--- src/rtl/mips_mem_pkg.sv ---
// Shared types and width helpers for the unified instruction/data memory port arbiter.
package mips_mem_pkg;

  typedef enum logic [1:0] {IDLE, WAIT, RESP} arb_state_t;
  typedef enum logic {OWN_IF, OWN_DM} owner_t;

  // Starve counter width; covers STARVE_MAX up to 15.
  localparam int STV_W = 4;

  // Latency counter width: clog2(RD_LATENCY+1), never below one bit.
  function automatic int lat_w(input int lat);
    return (lat < 1) ? 1 : $clog2(lat + 1);
  endfunction

endpackage

--- src/rtl/arb_fair_pick.sv ---
// Winner select between fetch and data requesters; data has priority unless
// fetch has been passed over STARVE_MAX consecutive times.
module arb_fair_pick
  import mips_mem_pkg::*;
#(
  parameter int STARVE_MAX = 4
) (
  input  logic clk,
  input  logic rst,
  input  logic if_req,
  input  logic dm_req,
  input  logic issue,
  output logic pick_if
);

  localparam logic [STV_W-1:0] STV_MAX = STV_W'(STARVE_MAX);

  logic [STV_W-1:0] starve_reg;

  assign pick_if = if_req && (!dm_req || (starve_reg == STV_MAX));

  always_ff @(posedge clk or posedge rst) begin
    if (rst) begin
      starve_reg <= '0;
    end else if (issue) begin
      // Only a data grant that bypasses a waiting fetch counts as starvation.
      if (pick_if || !if_req) begin
        starve_reg <= '0;
      end else if (starve_reg != STV_MAX) begin
        starve_reg <= starve_reg + 1'b1;
      end
    end
  end

endmodule

--- src/rtl/mem_port_arbiter.sv ---
// Shares one single-port synchronous memory between instruction fetch and data
// requesters with a req/gnt/rvalid handshake and one access outstanding.
module mem_port_arbiter
  import mips_mem_pkg::*;
#(
  parameter int AW         = 32,
  parameter int DW         = 32,
  parameter int RD_LATENCY = 1,
  parameter int STARVE_MAX = 4
) (
  input  logic          clk,
  input  logic          rst,
  input  logic          if_req,
  input  logic [AW-1:0] if_addr,
  output logic          if_gnt,
  output logic          if_rvalid,
  output logic [DW-1:0] if_rdata,
  input  logic          dm_req,
  input  logic          dm_we,
  input  logic [AW-1:0] dm_addr,
  input  logic [DW-1:0] dm_wdata,
  output logic          dm_gnt,
  output logic          dm_rvalid,
  output logic [DW-1:0] dm_rdata,
  output logic          mem_cen,
  output logic          mem_wen,
  output logic [AW-1:0] mem_a,
  output logic [DW-1:0] mem_d,
  input  logic [DW-1:0] mem_q
);

  localparam int LW = lat_w(RD_LATENCY);
  localparam logic [LW-1:0] LAT_LAST = LW'(RD_LATENCY - 1);

  arb_state_t    state_reg, state_next;
  owner_t        owner_reg;
  logic          we_reg;
  logic [LW-1:0] lat_reg;
  logic [DW-1:0] if_rdata_reg, dm_rdata_reg;
  logic [AW-1:0] a_reg;
  logic [DW-1:0] d_reg;
  logic          issue;
  logic          pick_if;
  logic          lat_done;

  // Gated by rst so that grants and the memory enable fall immediately on reset.
  assign issue    = !rst && (state_reg != WAIT) && (if_req || dm_req);
  assign lat_done = (state_reg == WAIT) && (lat_reg == LAT_LAST);
  assign if_rdata = if_rdata_reg;
  assign dm_rdata = dm_rdata_reg;

  arb_fair_pick #(
    .STARVE_MAX(STARVE_MAX)
  ) u_pick (
    .clk    (clk),
    .rst    (rst),
    .if_req (if_req),
    .dm_req (dm_req),
    .issue  (issue),
    .pick_if(pick_if)
  );

  always_comb begin
    state_next = state_reg;
    if_gnt     = 1'b0;
    dm_gnt     = 1'b0;
    if_rvalid  = 1'b0;
    dm_rvalid  = 1'b0;
    mem_cen    = 1'b0;
    mem_wen    = 1'b0;
    mem_a      = a_reg;
    mem_d      = d_reg;

    case (state_reg)
      WAIT: begin
        if (lat_done) begin
          state_next = RESP;
        end
      end
      RESP: begin
        if_rvalid  = (owner_reg == OWN_IF);
        dm_rvalid  = (owner_reg == OWN_DM);
        state_next = IDLE;
      end
      default: state_next = state_reg;
    endcase

    // Issue overrides RESP's return to IDLE, giving back-to-back accesses.
    if (issue) begin
      state_next = WAIT;
      mem_cen    = 1'b1;
      if (pick_if) begin
        if_gnt = 1'b1;
        mem_a  = if_addr;
      end else begin
        dm_gnt  = 1'b1;
        mem_a   = dm_addr;
        mem_wen = dm_we;
        mem_d   = dm_wdata;
      end
    end
  end

  always_ff @(posedge clk or posedge rst) begin
    if (rst) begin
      state_reg    <= IDLE;
      owner_reg    <= OWN_IF;
      we_reg       <= 1'b0;
      lat_reg      <= '0;
      if_rdata_reg <= '0;
      dm_rdata_reg <= '0;
      a_reg        <= '0;
      d_reg        <= '0;
    end else begin
      state_reg <= state_next;
      if (issue) begin
        owner_reg <= pick_if ? OWN_IF : OWN_DM;
        we_reg    <= !pick_if && dm_we;
        lat_reg   <= '0;
        a_reg     <= mem_a;
        d_reg     <= mem_d;
      end else if (state_reg == WAIT) begin
        lat_reg <= lat_reg + 1'b1;
      end
      if (lat_done) begin
        if (owner_reg == OWN_IF) begin
          if_rdata_reg <= mem_q;
        end else begin
          dm_rdata_reg <= we_reg ? '0 : mem_q;
        end
      end
    end
  end

endmodule

--- config.mk ---
export PLATFORM = sky130hd
export DESIGN_NAME = mem_port_arbiter
export DESIGN_NICKNAME = d
export VERILOG_FILES = /design/src/rtl/mips_mem_pkg.sv /design/src/rtl/arb_fair_pick.sv /design/src/rtl/mem_port_arbiter.sv
export SDC_FILE = /design/constraint.sdc
export NUM_CORES = 1
export LEC_CHECK = 0
export CAP_MARGIN = 20
export CELL_PAD_IN_SITES_DETAIL_PLACEMENT = 1
export CELL_PAD_IN_SITES_GLOBAL_PLACEMENT = 1
export CORE_MARGIN = 3
export CORE_UTILIZATION = 31
export CTS_CLUSTER_DIAMETER = 30
export CTS_CLUSTER_SIZE = 8
export DETAILED_ROUTE_END_ITERATION = 16
export GPL_TIMING_DRIVEN = 0
export PLACE_DENSITY_LB_ADDON = 0.3
export SYNTH_ARGS = -nofsm -noshare
export SYNTH_HDL_FRONTEND = slang
export SYNTH_HIERARCHICAL = 1
export SYNTH_SLANG_ARGS = --single-unit
export TNS_END_PERCENT = 20
--- constraint.sdc ---
create_clock -name clk -period 6.8 [get_ports clk]
set_input_delay 1.36 -clock clk [delete_from_list [all_inputs] [get_ports clk]]
set_output_delay 1.36 -clock clk [all_outputs]
set_load 0.005 [all_outputs]
---- Word level (Yosys, flattened, before mapping) ----
Index checks and enable logic that the tools add are counted.
cells by class
  multiplexer cells ....................... 21
  magnitude comparators ................... 0
  shift operators ......................... 0
  reductions and logical operators ........ 19
  bitwise gates (word level) .............. 2
  $mul .................................... 0
  divide/modulo/power cells ............... 0
  eq/ne operators ......................... 6
  add/subtract/negate cells ............... 2
operators with widths
  cell                 number
  $mux 32              5
  $mux 1               11
  $mux 4               2
  $reduce_and 2->1     4
  $logic_and 1x1->1    5
  $add 4x1->4 const B  1
  $eq 4x3->1 const B   1
  $logic_not 1->1      4
  $mux 2               2
  $ne 4x3->1 const B   1
  $pmux 2 s2           1
  $reduce_bool 2->1    2
  $logic_or 1x1->1     3
  $ne 3x3->1 const B   1
  $reduce_bool 3->1    1
  $eq 2x1->1 const B   1
  $eq 2x2->1 const B   1
  $ne 2x1->1 const B   1
  $not 1->1            2
  $add 1x1->1 const B  1
storage, ports and cells
  input port bits ......................... 133
  bits in read-only memories .............. 0
  output and inout bits ................... 134
  word-level logic and storage cells ...... 59
  latch bits .............................. 0
  bits in registers ....................... 137
  memories ................................ 0
  bits in writable memories ............... 0

---- Depth between registers and ports, before layout ----
Gate-level depths: netlist of the first run.
  depth in word-level cells ............... 6
  depth in mapped cells ................... 9
  depth with buffers taken out ............ 6

---- By module ----
Netlist of the first run, hierarchy kept.
by module, submodules not included
  module            sequential area each (µm²)  area each (µm²)  times used  cells each
  mem_port_arbiter  3,328.2                     6,030.8          1           512
  arb_fair_pick     100.1                       246.5            1           25

---- Worst setup path after synthesis of the first run ----
OpenSTA, ideal clock, no wires.
  path kind ............................... input to output
  start ................................... input if_req
  end ..................................... output mem_d[15]
  required time ........................... 5.440 ns
  setup slack ............................. 2.822 ns
  arrival ................................. 2.618 ns
  stages .................................. 6
  buffers on the path ..................... 3
  cell sequence ........................... a21boi_0 > clkbuf_1 > nor3_2 > buf_6 > buf_4 > mux2_1
on the way
  longest elaborated chain between the ends .. 3
  elaborated cells between the ends (all ways) .. 5
ends and longest elaborated chain
  item                                                          line                                            source
  start: declaration                                            mem_port_arbiter.sv:13                          input logic if_req,
  $logic_and 1x1->1 / $logic_or 1x1->1 (equally long branches)  arb_fair_pick.sv:20, mem_port_arbiter.sv:47
  $mux 32 / $logic_and 1x1->1 (equally long branches)           mem_port_arbiter.sv:92, mem_port_arbiter.sv:47
  $mux 32 *                                                     mem_port_arbiter.sv:89                          if (issue) begin
  end: declaration                                              mem_port_arbiter.sv:28                          output logic [DW-1:0] mem_d,
Mark *: on every way between the ends. The rest lies on a longest branch, timed or not.

---- Worst setup path after layout of the first run ----
  start ................................... input dm_req
  end ..................................... output mem_d[20]
on the way
  longest elaborated chain between the ends .. 5
  elaborated cells between the ends (all ways) .. 7
ends and longest elaborated chain
  item                line                    source
  start: declaration  mem_port_arbiter.sv:18  input logic dm_req,
  $logic_not 1->1     arb_fair_pick.sv:20     assign pick_if = if_req && (!dm_req || (starve_reg == STV_MAX));
  $logic_or 1x1->1    arb_fair_pick.sv:20
  $logic_and 1x1->1   arb_fair_pick.sv:20
  net pick_if         mem_port_arbiter.sv:43  logic pick_if;
  $mux 32             mem_port_arbiter.sv:92  if (pick_if) begin
  $mux 32             mem_port_arbiter.sv:89
The timed path passes the listed nets, and every way through them passes these cells.

==> flow_metrics.env, run 1 <==
export IMPL_final_core_util=0.503
export IMPL_syn_inst=537
export IMPL_pwr_share_seq=0.329
export IMPL_cts_hold_buf=0
export IMPL_worstMarginPinSlew_ns=0.499
export IMPL_syn_area_per_cell_um2=11.7
export IMPL_fmax_mhz=186
export IMPL_fin_nets=958
export IMPL_ff2ff_path_depth=8
export IMPL_num_io_pins=267
export IMPL_clockPowerShare=0.213
export IMPL_drive_above_1_share=0.157
export IMPL_grt_overflow_total=0
export IMPL_htreeDepth=4
export IMPL_synth_seq_cells=137
export IMPL_final_hold_viol_count=0
export IMPL_post_cts_buffers=0
export IMPL_place_gp_congestion=0.827
export IMPL_area_growth_pct=57.4
export IMPL_vias_per_cell=4.80
export IMPL_power_switching_w=0.00136
export IMPL_rsz0062_at_grt="no"
export IMPL_place_inst=1069
export IMPL_grt_pass1_wl_um=31900
export IMPL_fin_cells=1101
export IMPL_timing_setup_tns_ns=0
export IMPL_core_um2=19700
export IMPL_whs_endpoint="dm_rdata[27]"
export IMPL_cts_tree="yes"
export IMPL_initial_core_util=0.319
export IMPL_max_slew_margin=0.667
export IMPL_io_buffers=266
export IMPL_grt_pass1_vias=6035
export IMPL_r2r_end="d_reg[21]"
export IMPL_clock_tree_buffer_depth=2
export IMPL_dp_hpwl_um=15100
export IMPL_ir_drop_v=0.000190
export IMPL_die_y_um=148
export IMPL_finalSetupViolCount=0
export IMPL_drcViolationCount=0
export IMPL_worstSkewPairLatency_ns=0.41
export IMPL_ys_warn_count=6
export IMPL_track_usage=0.183
export IMPL_worstPathRequired_ns=5.44
export IMPL_reg2reg_from="u_pick/starve_reg[0]"
export IMPL_wl_um=19800
export IMPL_min_period_ns=5.39
export IMPL_p_int_w=0.00295
export IMPL_combPwrFrac=0.458
export IMPL_cp_start_kind="input pin"
export IMPL_cts_root_buf="clkbuf_16"
export IMPL_grt_max_degree=87
export IMPL_dieArea_um2=22000
export IMPL_powerDensity_nw_per_um2=436
export IMPL_dr_pass1_iters=6
export IMPL_cts_sinks=137
export IMPL_ant_nets=0
export IMPL_antenna_found_initial=0
export IMPL_final_max_slew_viol_count=0
export IMPL_worstHoldStart="dm_rdata[27]"
export IMPL_dr_total_vias=5285
export IMPL_fin_crit_sh=0.792
export IMPL_r2r_setup_slack_ns=4.38
export IMPL_switching_share=0.316
export IMPL_cp_arrival_ns=4.03
export IMPL_worstPathMaxFanout=10
export IMPL_n_antenna_cell=0
export IMPL_finalClockSkew_ns=0.00659
export IMPL_holdCritPathClass="register to register"
export IMPL_clkTransAtPathRegs_ns=0.06
export IMPL_drv_cap=0
export IMPL_yosysUniqueCellTypes=32
export IMPL_die_width_um=148
export IMPL_min_path_cells=2
export IMPL_setup_worst_path_class="input pin to output pin"
export IMPL_cts_resized=0
export IMPL_fin_total_pwr_w=0.00431
export IMPL_outcome="finished, final reports clean"
export IMPL_drtIter0Drc=102
export IMPL_end_kind="output pin"
export IMPL_rows=51
export IMPL_p_leak_nw=4.04
export IMPL_numCtsBuffers=17
export IMPL_routedWlPerCell_um=18.0
export IMPL_synth_nets=672
export IMPL_netlist_area_um2=6280
export IMPL_ys_seq_area_frac=0.546
metrics by stage:
stage,setup WS (ns),hold WS (ns),area [um^2]
6_report,1.41,0.480,9880
5_1_grt,1.18,0.519,9880
2_1_floorplan,1.89,0.470,6280
4_1_cts,1.32,0.484,9880
3_5_place_dp,1.33,0.470,9300
3_3_place_gp,-0.0960,0.464,9270
cell usage in the layout (no fill, tap or decap), types with 2 or more instances in the layout:
cell type,Yosys,routed
clkdlybuf4s50_1,0,266
dfrtp_1,137,137
o21ai_0,129,129
mux2_2,79,79
nand2b_1,35,35
mux2i_1,34,34
nand2_1,33,33
clkbuf_1,22,24
mux2_1,18,18
clkbuf_16,0,17
buf_2,9,9
buf_4,5,5
inv_1,6,5
inv_6,0,4
nand3_1,3,3
clkinv_4,0,3
clkinvlp_4,0,3
nor3_2,2,2
o21ai_1,2,2
and2_1,2,2
nor2b_1,2,2
bufinv_16,0,2
clkinv_2,0,2
nand4_1,2,2
o22ai_1,2,2
ha_1,2,2
how the worst max path moves through the flow:
stage | start | to | slack [ns]
after floorplan | rst | a_reg[0] | 1.89
final | dm_req | mem_d[20] | 1.41
after CTS | dm_req | mem_d[20] | 1.32
after global routing | dm_req | mem_d[20] | 1.18
after detailed placement | dm_req | mem_d[20] | 1.33
after global placement | rst | if_rdata[10] | -0.1
critical path, stage by stage:
cell	delay, ns
clkdlybuf4s50_1	0.61
a21boi_0	0.12
clkbuf_1	0.24
nor3_2	0.42
buf_6	0.21
buf_4	0.23
mux2_1	0.34
clkdlybuf4s50_1	0.49
cell families after synthesis:
group / share of synthesized area
AOI/OAI and AO/OA: 0.115
adders and majority gates: 0.00399
buffers and inverters: 0.0317
DFF: 0.546
muxes: 0.228
and+or+nand+nor: 0.0745
metal layers:
| metal | vias up | part of all wire | global-route usage |
|---|---|---|---|
| met2 | 194 | 0.49 | 0.315 |
| li1 | 2466 | - | - |
| met1 | 2600 | 0.42 | 0.216 |
| met4 | 0 | 0.016 | 0.0577 |
| met3 | 25 | 0.077 | 0.0628 |
| met5 | - | 0 | 0 |
power groups by stage:
stage	Clock (W)	Sequential, W	Combinational [W]
final	0.000918	0.00142	0.00198
after global routing	0.000974	0.00147	0.00217
after CTS	0.000939	0.00142	0.00202
after detailed placement	0	0.00143	0.00200
after global placement	0	0.00141	0.00193
after floorplan	0	0.00140	0.000850
synthesized netlist by cell type:
cell / n / area share
clkbuf_1: 22 / 0.013
a21o_1: 1 / 0.0012
buf_4: 5 / 0.0060
o21ai_2: 1 / 0.0014
ha_1: 2 / 0.0040
mux2_2: 79 / 0.14
nand2_1: 33 / 0.020
mux2i_1: 34 / 0.054
buf_2: 9 / 0.0072
a21boi_0: 1 / 0.0012
dfrtp_1: 137 / 0.55
nor2b_4: 1 / 0.0022
buf_6: 1 / 0.0018
nor3b_1: 1 / 0.0012
nand3b_1: 1 / 0.0012
nor3_2: 2 / 0.0032
o21ai_0: 129 / 0.10
o22ai_1: 2 / 0.0020
and3b_1: 1 / 0.0014
o21bai_4: 1 / 0.0030
nand4bb_1: 1 / 0.0018
nand4_1: 2 / 0.0020
a21oi_1: 1 / 0.00080
a22o_1: 1 / 0.0014
o21ai_1: 2 / 0.0016
nor2b_1: 2 / 0.0020
nor2_1: 1 / 0.00060
nand2b_1: 35 / 0.035
and2_1: 2 / 0.0020
inv_1: 6 / 0.0036
nand3_1: 3 / 0.0024
mux2_1: 18 / 0.032
final cells by class:
class	count	area, um^2
plain buffers	37	176
well taps	265	332
flip-flops and latches	137	3430
clock buffers	19	433
inverters	6	27.5
repair buffers	267	2690
clock inverters	13	145
multi-input cells	357	2650
fillers	2165	9770
No activity file was read; power rests on OpenSTA's default activity.
==> run 2: changes to the inputs <==
- CORE_UTILIZATION: 31 -> 29
- clock period: 6.8 -> 4.7 ns (I/O delays scaled with it)
==> run 2 against run 1 <==
Global-route usage down 2.0 points. Combinational power up 43%. Power up 43%. Worst setup slack worse by 1.2 ns. Critical path type unchanged. Largest cell class unchanged. Largest power group unchanged.
==> flow_metrics.env, run 2 (synthesis results as in run 1) <==
export IMPL_place_gp_congestion=0.752
export IMPL_combPwrFrac=0.459
export IMPL_dieArea_um2=23400
export IMPL_track_usage=0.163
export IMPL_clkTransAtPathRegs_ns=0.06
export IMPL_drv_cap=0
export IMPL_max_slew_margin=0.662
export IMPL_routedWlPerCell_um=17.2
export IMPL_worstPathMaxFanout=10
export IMPL_drtIter0Drc=164
export IMPL_dp_hpwl_um=15000
export IMPL_pwr_share_seq=0.332
export IMPL_vias_per_cell=4.72
export IMPL_switching_share=0.314
export IMPL_drcViolationCount=0
export IMPL_final_core_util=0.468
export IMPL_initial_core_util=0.297
export IMPL_crit_top_cell="clkdlybuf4s50_1"
export IMPL_postPlaceCellArea_um2=9320
export IMPL_setup_worst_path_class="input pin to output pin"
export IMPL_design_area_um2=9900
export IMPL_drive_above_1_share=0.160
export IMPL_p_int_w=0.00423
export IMPL_place_inst=1079
export IMPL_powerDensity_nw_per_um2=624
export IMPL_ant_nets=0
export IMPL_cts_root_buf="clkbuf_16"
export IMPL_clock_tree_buffer_depth=2
export IMPL_final_max_slew_viol_count=0
export IMPL_grt_pass1_vias=5775
export IMPL_cts_resized=0
export IMPL_min_period_ns=4.44
export IMPL_p_leak_nw=4.05
export IMPL_dr_pass1_iters=4
export IMPL_fin_cells=1111
export IMPL_grt_pass1_wl_um=30900
export IMPL_post_cts_buffers=0
export IMPL_final_hold_viol_count=0
export IMPL_grt_max_degree=83
export IMPL_num_io_pins=267
export IMPL_cts_tree="yes"
export IMPL_fin_nets=958
export IMPL_rsz0062_at_grt="no"
export IMPL_cts_sinks=137
export IMPL_finalSetupViolCount=0
export IMPL_worstSkewPairLatency_ns=0.41
export IMPL_io_buffers=266
export IMPL_antenna_found_initial=0
export IMPL_ir_drop_v=0.000215
export IMPL_rows=53
export IMPL_clockPowerShare=0.209
export IMPL_power_switching_w=0.00194
export IMPL_end_kind="output pin"
export IMPL_core_um2=21200
export IMPL_cp_start_kind="input pin"
export IMPL_final_cell_mix="clkdlybuf4s50_1, dfrtp_1, o21ai_0"
export IMPL_max_stage_delay_ns=0.59
export IMPL_wl_um=19200
export IMPL_cp_top_family="buffers and inverters"
export IMPL_die_width_um=153
export IMPL_outcome="finished, final reports clean"
export IMPL_mostFrequentLayoutCell="clkdlybuf4s50_1"
export IMPL_dr_total_vias=5246
export IMPL_finalClockSkew_ns=0.0104
export IMPL_path_cells="clkdlybuf4s50_1 -> a21boi_0 -> clkbuf_2 -> nor3_4 -> buf_6 -> buf_4 -> mux2_1 -> clkdlybuf4s50_1"
export IMPL_worstPathRequired_ns=3.76
export IMPL_cpMaxStageDelayCell="clkdlybuf4s50_1"
export IMPL_n_antenna_cell=0
export IMPL_fmax_mhz=225
export IMPL_critPathBufInv=5
export IMPL_htreeDepth=4
export IMPL_cp_arrival_ns=3.50
export IMPL_worstMarginPinSlew_ns=0.507
export IMPL_area_growth_pct=57.7
export IMPL_fin_crit_sh=0.945
export IMPL_numCtsBuffers=17
export IMPL_holdCritPathClass="register to register"
export IMPL_cts_hold_buf=0
export IMPL_timing_setup_tns_ns=0
export IMPL_grt_overflow_total=0
export IMPL_die_y_um=153
[run 2: cell count changes in the layout (fill, tap and decap cells not counted), sizes merged]
cell | previous run | this run
bufinv | 2 | 1
clkinv | 5 | 6
clkinvlp | 3 | 1
clkbuf | 41 | 40
inv | 9 | 12
[run 2: final cells by class]
class / instances / area [um^2]
Fill cell: 2281 / 11300
Inverter: 6 / 27.5
Buffer: 37 / 178
Clock buffer: 18 / 439
Clock inverter: 14 / 138
Timing Repair Buffer: 267 / 2690
Tap cell: 275 / 344
Sequential cell: 137 / 3430
Multi-Input combinational cell: 357 / 2660
[run 2: power by group through the flow]
stage                     registers [W]  clock network [W]  logic [W]
after floorplan                 0.00202                  0    0.00123
final                           0.00205            0.00129    0.00284
after CTS                       0.00206            0.00134    0.00289
after detailed placement        0.00208                  0    0.00287
after global placement          0.00203                  0    0.00278
after global routing            0.00213            0.00140    0.00310
[run 2: worst register-to-register path, delay by kind of cell, from the launching register on]
kind / cells / cell delay, ns
flip-flops: 1 / 0.37
multiplexers: 1 / 0.37
adder cells (fa/ha/maj): 1 / 0.21
AO/OA/AOI/OAI: 1 / 0.10
buffers and inverters: 3 / 0.67
AND/OR/NAND/NOR: 2 / 0.47
[run 2: worst paths after layout]
check	start	to	slack, ns	cells past startpoint
worst max-delay path	dm_req	mem_d[22]	0.26	8
worst min-delay path	dm_rdata[15]	dm_rdata[15]	0.48	2
worst max register to register	u_pick/starve_reg[0]	d_reg[19]	2.41	8
worst min register to register	dm_rdata[15]	dm_rdata[15]	0.48	2
max in group asynchronous	rst	dm_rdata[3]	2.92	3
min in group asynchronous	rst	u_pick/starve_reg[1]	0.87	2
[run 2: per-stage QoR]
stage | hold slack [ns] | total power, W | worst slack, ns
2_1_floorplan | 0.470 | 0.00325 | 0.206
3_3_place_gp | 0.461 | 0.00481 | -1.73
3_5_place_dp | 0.476 | 0.00495 | 0.0308
4_1_cts | 0.492 | 0.00629 | 0.0102
5_1_grt | 0.503 | 0.00663 | 0.115
6_report | 0.483 | 0.00617 | 0.259
[run 2: metal layers]
| metal | routed length, um | GRT usage |
|---|---|---|
| met5 | 0 | 0 |
| met4 | 193 | 0.0390 |
| met3 | 1400 | 0.0603 |
| met2 | 9600 | 0.284 |
| met1 | 7970 | 0.190 |
==> run 3: changes to the inputs <==
- ABC_CLOCK_PERIOD_IN_PS: default -> 4700
- REMOVE_ABC_BUFFERS: default -> 1
==> run 3 against run 2 <==
Maximum frequency shrank 1.6%. Largest power group unchanged. Critical path type unchanged. Wire length shrank 2.6%. Worst setup slack lost 0.070 ns. Via count shrank 1.3%.
==> flow_metrics.env, run 3 (synthesis results as in run 1) <==
export IMPL_setup_ws_ns=0.189
export IMPL_ir_drop_v=0.000275
export IMPL_cts_root_buf="clkbuf_16"
export IMPL_r2r_end="d_reg[15]"
export IMPL_num_io_pins=267
export IMPL_postPlaceCellArea_um2=9340
export IMPL_grt_pass1_wl_um=30000
export IMPL_endpoint="mem_d[5]"
export IMPL_place_gp_congestion=0.745
export IMPL_track_usage=0.157
export IMPL_setup_worst_path_class="input pin to output pin"
export IMPL_min_period_ns=4.51
export IMPL_dr_pass1_iters=4
export IMPL_numCtsBuffers=17
export IMPL_vias_per_cell=4.76
export IMPL_dp_hpwl_um=13500
export IMPL_min_path_cells=2
export IMPL_fin_crit_sh=0.960
export IMPL_final_cell_mix="clkdlybuf4s50_1, dfrtp_1, o21ai_0"
export IMPL_final_max_slew_viol_count=0
export IMPL_critPathBufInv=5
export IMPL_max_slew_margin=0.377
export IMPL_drcViolationCount=0
export IMPL_powerDensity_nw_per_um2=634
export IMPL_end_kind="output pin"
export IMPL_cts_sinks=137
export IMPL_r2r_setup_slack_ns=2.18
export IMPL_dieArea_um2=23400
export IMPL_fin_nets=935
export IMPL_die_width_um=153
export IMPL_reg2reg_from="u_pick/starve_reg[0]"
export IMPL_fin_total_pwr_w=0.00637
export IMPL_cts_tree="yes"
export IMPL_mostFrequentLayoutCell="clkdlybuf4s50_1"
export IMPL_die_y_um=153
export IMPL_io_buffers=266
export IMPL_drtIter0Drc=139
export IMPL_finalSetupViolCount=0
export IMPL_rows=53
export IMPL_drv_cap=0
export IMPL_crit_top_cell="buf_16"
export IMPL_clock_tree_buffer_depth=2
export IMPL_grt_pass1_vias=5606
export IMPL_antenna_found_initial=0
export IMPL_cp_start_kind="input pin"
export IMPL_timing_setup_tns_ns=0
export IMPL_worstPathMaxFanout=24
export IMPL_worstHoldStart="dm_rdata[3]"
export IMPL_outcome="finished, final reports clean"
export IMPL_drive_above_1_share=0.164
export IMPL_fillerInstances=2209
export IMPL_worstPathRequired_ns=3.76
export IMPL_path_cells="clkdlybuf4s50_1 -> o21bai_4 -> nor3_4 -> buf_16 -> buf_16 -> buf_16 -> mux2_2 -> clkdlybuf4s50_1"
export IMPL_n_antenna_cell=0
export IMPL_pre_cts_slack_ns=-0.183
export IMPL_worstSkewPairLatency_ns=0.42
export IMPL_core_um2=21200
export IMPL_cp_top_family="buffers and inverters"
export IMPL_p_leak_nw=4.11
export IMPL_final_hold_viol_count=0
export IMPL_holdCritPathClass="register to register"
export IMPL_rsz0062_at_grt="no"
export IMPL_clkTransAtPathRegs_ns=0.06
export IMPL_routedWlPerCell_um=17.2
export IMPL_ant_nets=0
export IMPL_finalClockSkew_ns=0.00916
export IMPL_design_area_um2=10000
export IMPL_crit_start="rst"
export IMPL_max_stage_delay_ns=0.58
export IMPL_cp_depth=8
export IMPL_worstMarginPinSlew_ns=0.934
export IMPL_fmax_mhz=222
export IMPL_grt_max_degree=68
export IMPL_ff2ff_path_depth=10
export IMPL_initial_core_util=0.297
export IMPL_area_growth_pct=60.1
export IMPL_htreeDepth=4
export IMPL_dr_total_vias=5178
export IMPL_cts_hold_buf=0
export IMPL_wl_um=18700
export IMPL_cp_arrival_ns=3.57
export IMPL_grt_overflow_total=0
export IMPL_cpMaxStageDelayCell="clkdlybuf4s50_1"
==> run 3: cell count changes in the layout (fill, tap and decap cells not counted), sizes merged, moves of 2 or more <==
| cell | previous run | this run |
|---|---|---|
| inv | 12 | 9 |
| bufinv | 1 | 5 |
| clkinv | 6 | 4 |
| clkbuf | 40 | 19 |
| buf | 16 | 14 |
| clkdlybuf4s50 | 266 | 264 |
==> run 3: what timing repair did <==
| item | in CTS | in global routing |
|---|---|---|
| endpoints found under the setup margin | 16 | 15 |
| hold endpoints to repair | 0 | 0 |
| gates resized for setup | 2 | 1 |
| cloned | 0 | 1 |
| setup buffers | 1 | 5 |
| pin swaps | 1 | 1 |
==> run 3: per-layer routing <==
layer	wire length [um]	part of all wire	GRT usage	vias to the layer above
li1	-	-	-	2424
met1	7850	0.42	0.190	2544
met2	9110	0.49	0.266	191
met3	1410	0.075	0.0495	19
met4	300	0.016	0.0479	0
met5	0	0	0	-
==> run 3: worst min path at each step <==
stage	endpoint	slack, ns
2_1_floorplan	dm_rdata[0]	0.47
3_3_place_gp	dm_rdata[24]	0.46
3_5_place_dp	dm_rdata[3]	0.47
4_1_cts	dm_rdata[3]	0.49
5_1_grt	dm_rdata[8]	0.52
6_report	dm_rdata[3]	0.48
==> run 3: tightest hold or removal path: stages (launching register included) <==
cell and delay [ns]:
dfrtp_1 0.34, nand2_1 0.05, o21ai_0 0.06
==> run 3: layout make-up <==
cell class | count | area [um^2] | share of cell area
clock buffers | 19 | 433 | 0.0431
clock inverters | 13 | 218 | 0.0217
inverters | 6 | 27.5 | 0.00274
multi-input cells | 358 | 2710 | 0.270
flip-flops and latches | 137 | 3430 | 0.341
well taps | 275 | 344 | 0.0342
repair buffers | 280 | 2890 | 0.288
==> run 3: report_power, final <==
group,internal (W),total (W),switching [W]
sequential,0.00176,0.00208,0.000320
clock,0.000950,0.00148,0.000530
combinational,0.00174,0.00281,0.00106
==> run 3: stage by stage <==
stage	std cells	hold slack, ns	util
final	1088	0.481	0.475
after global routing	1088	0.516	0.475
after CTS	1082	0.488	0.473
after detailed placement	1049	0.473	0.441
after global placement	1041	0.464	0.431
after floorplan	500	0.473	-
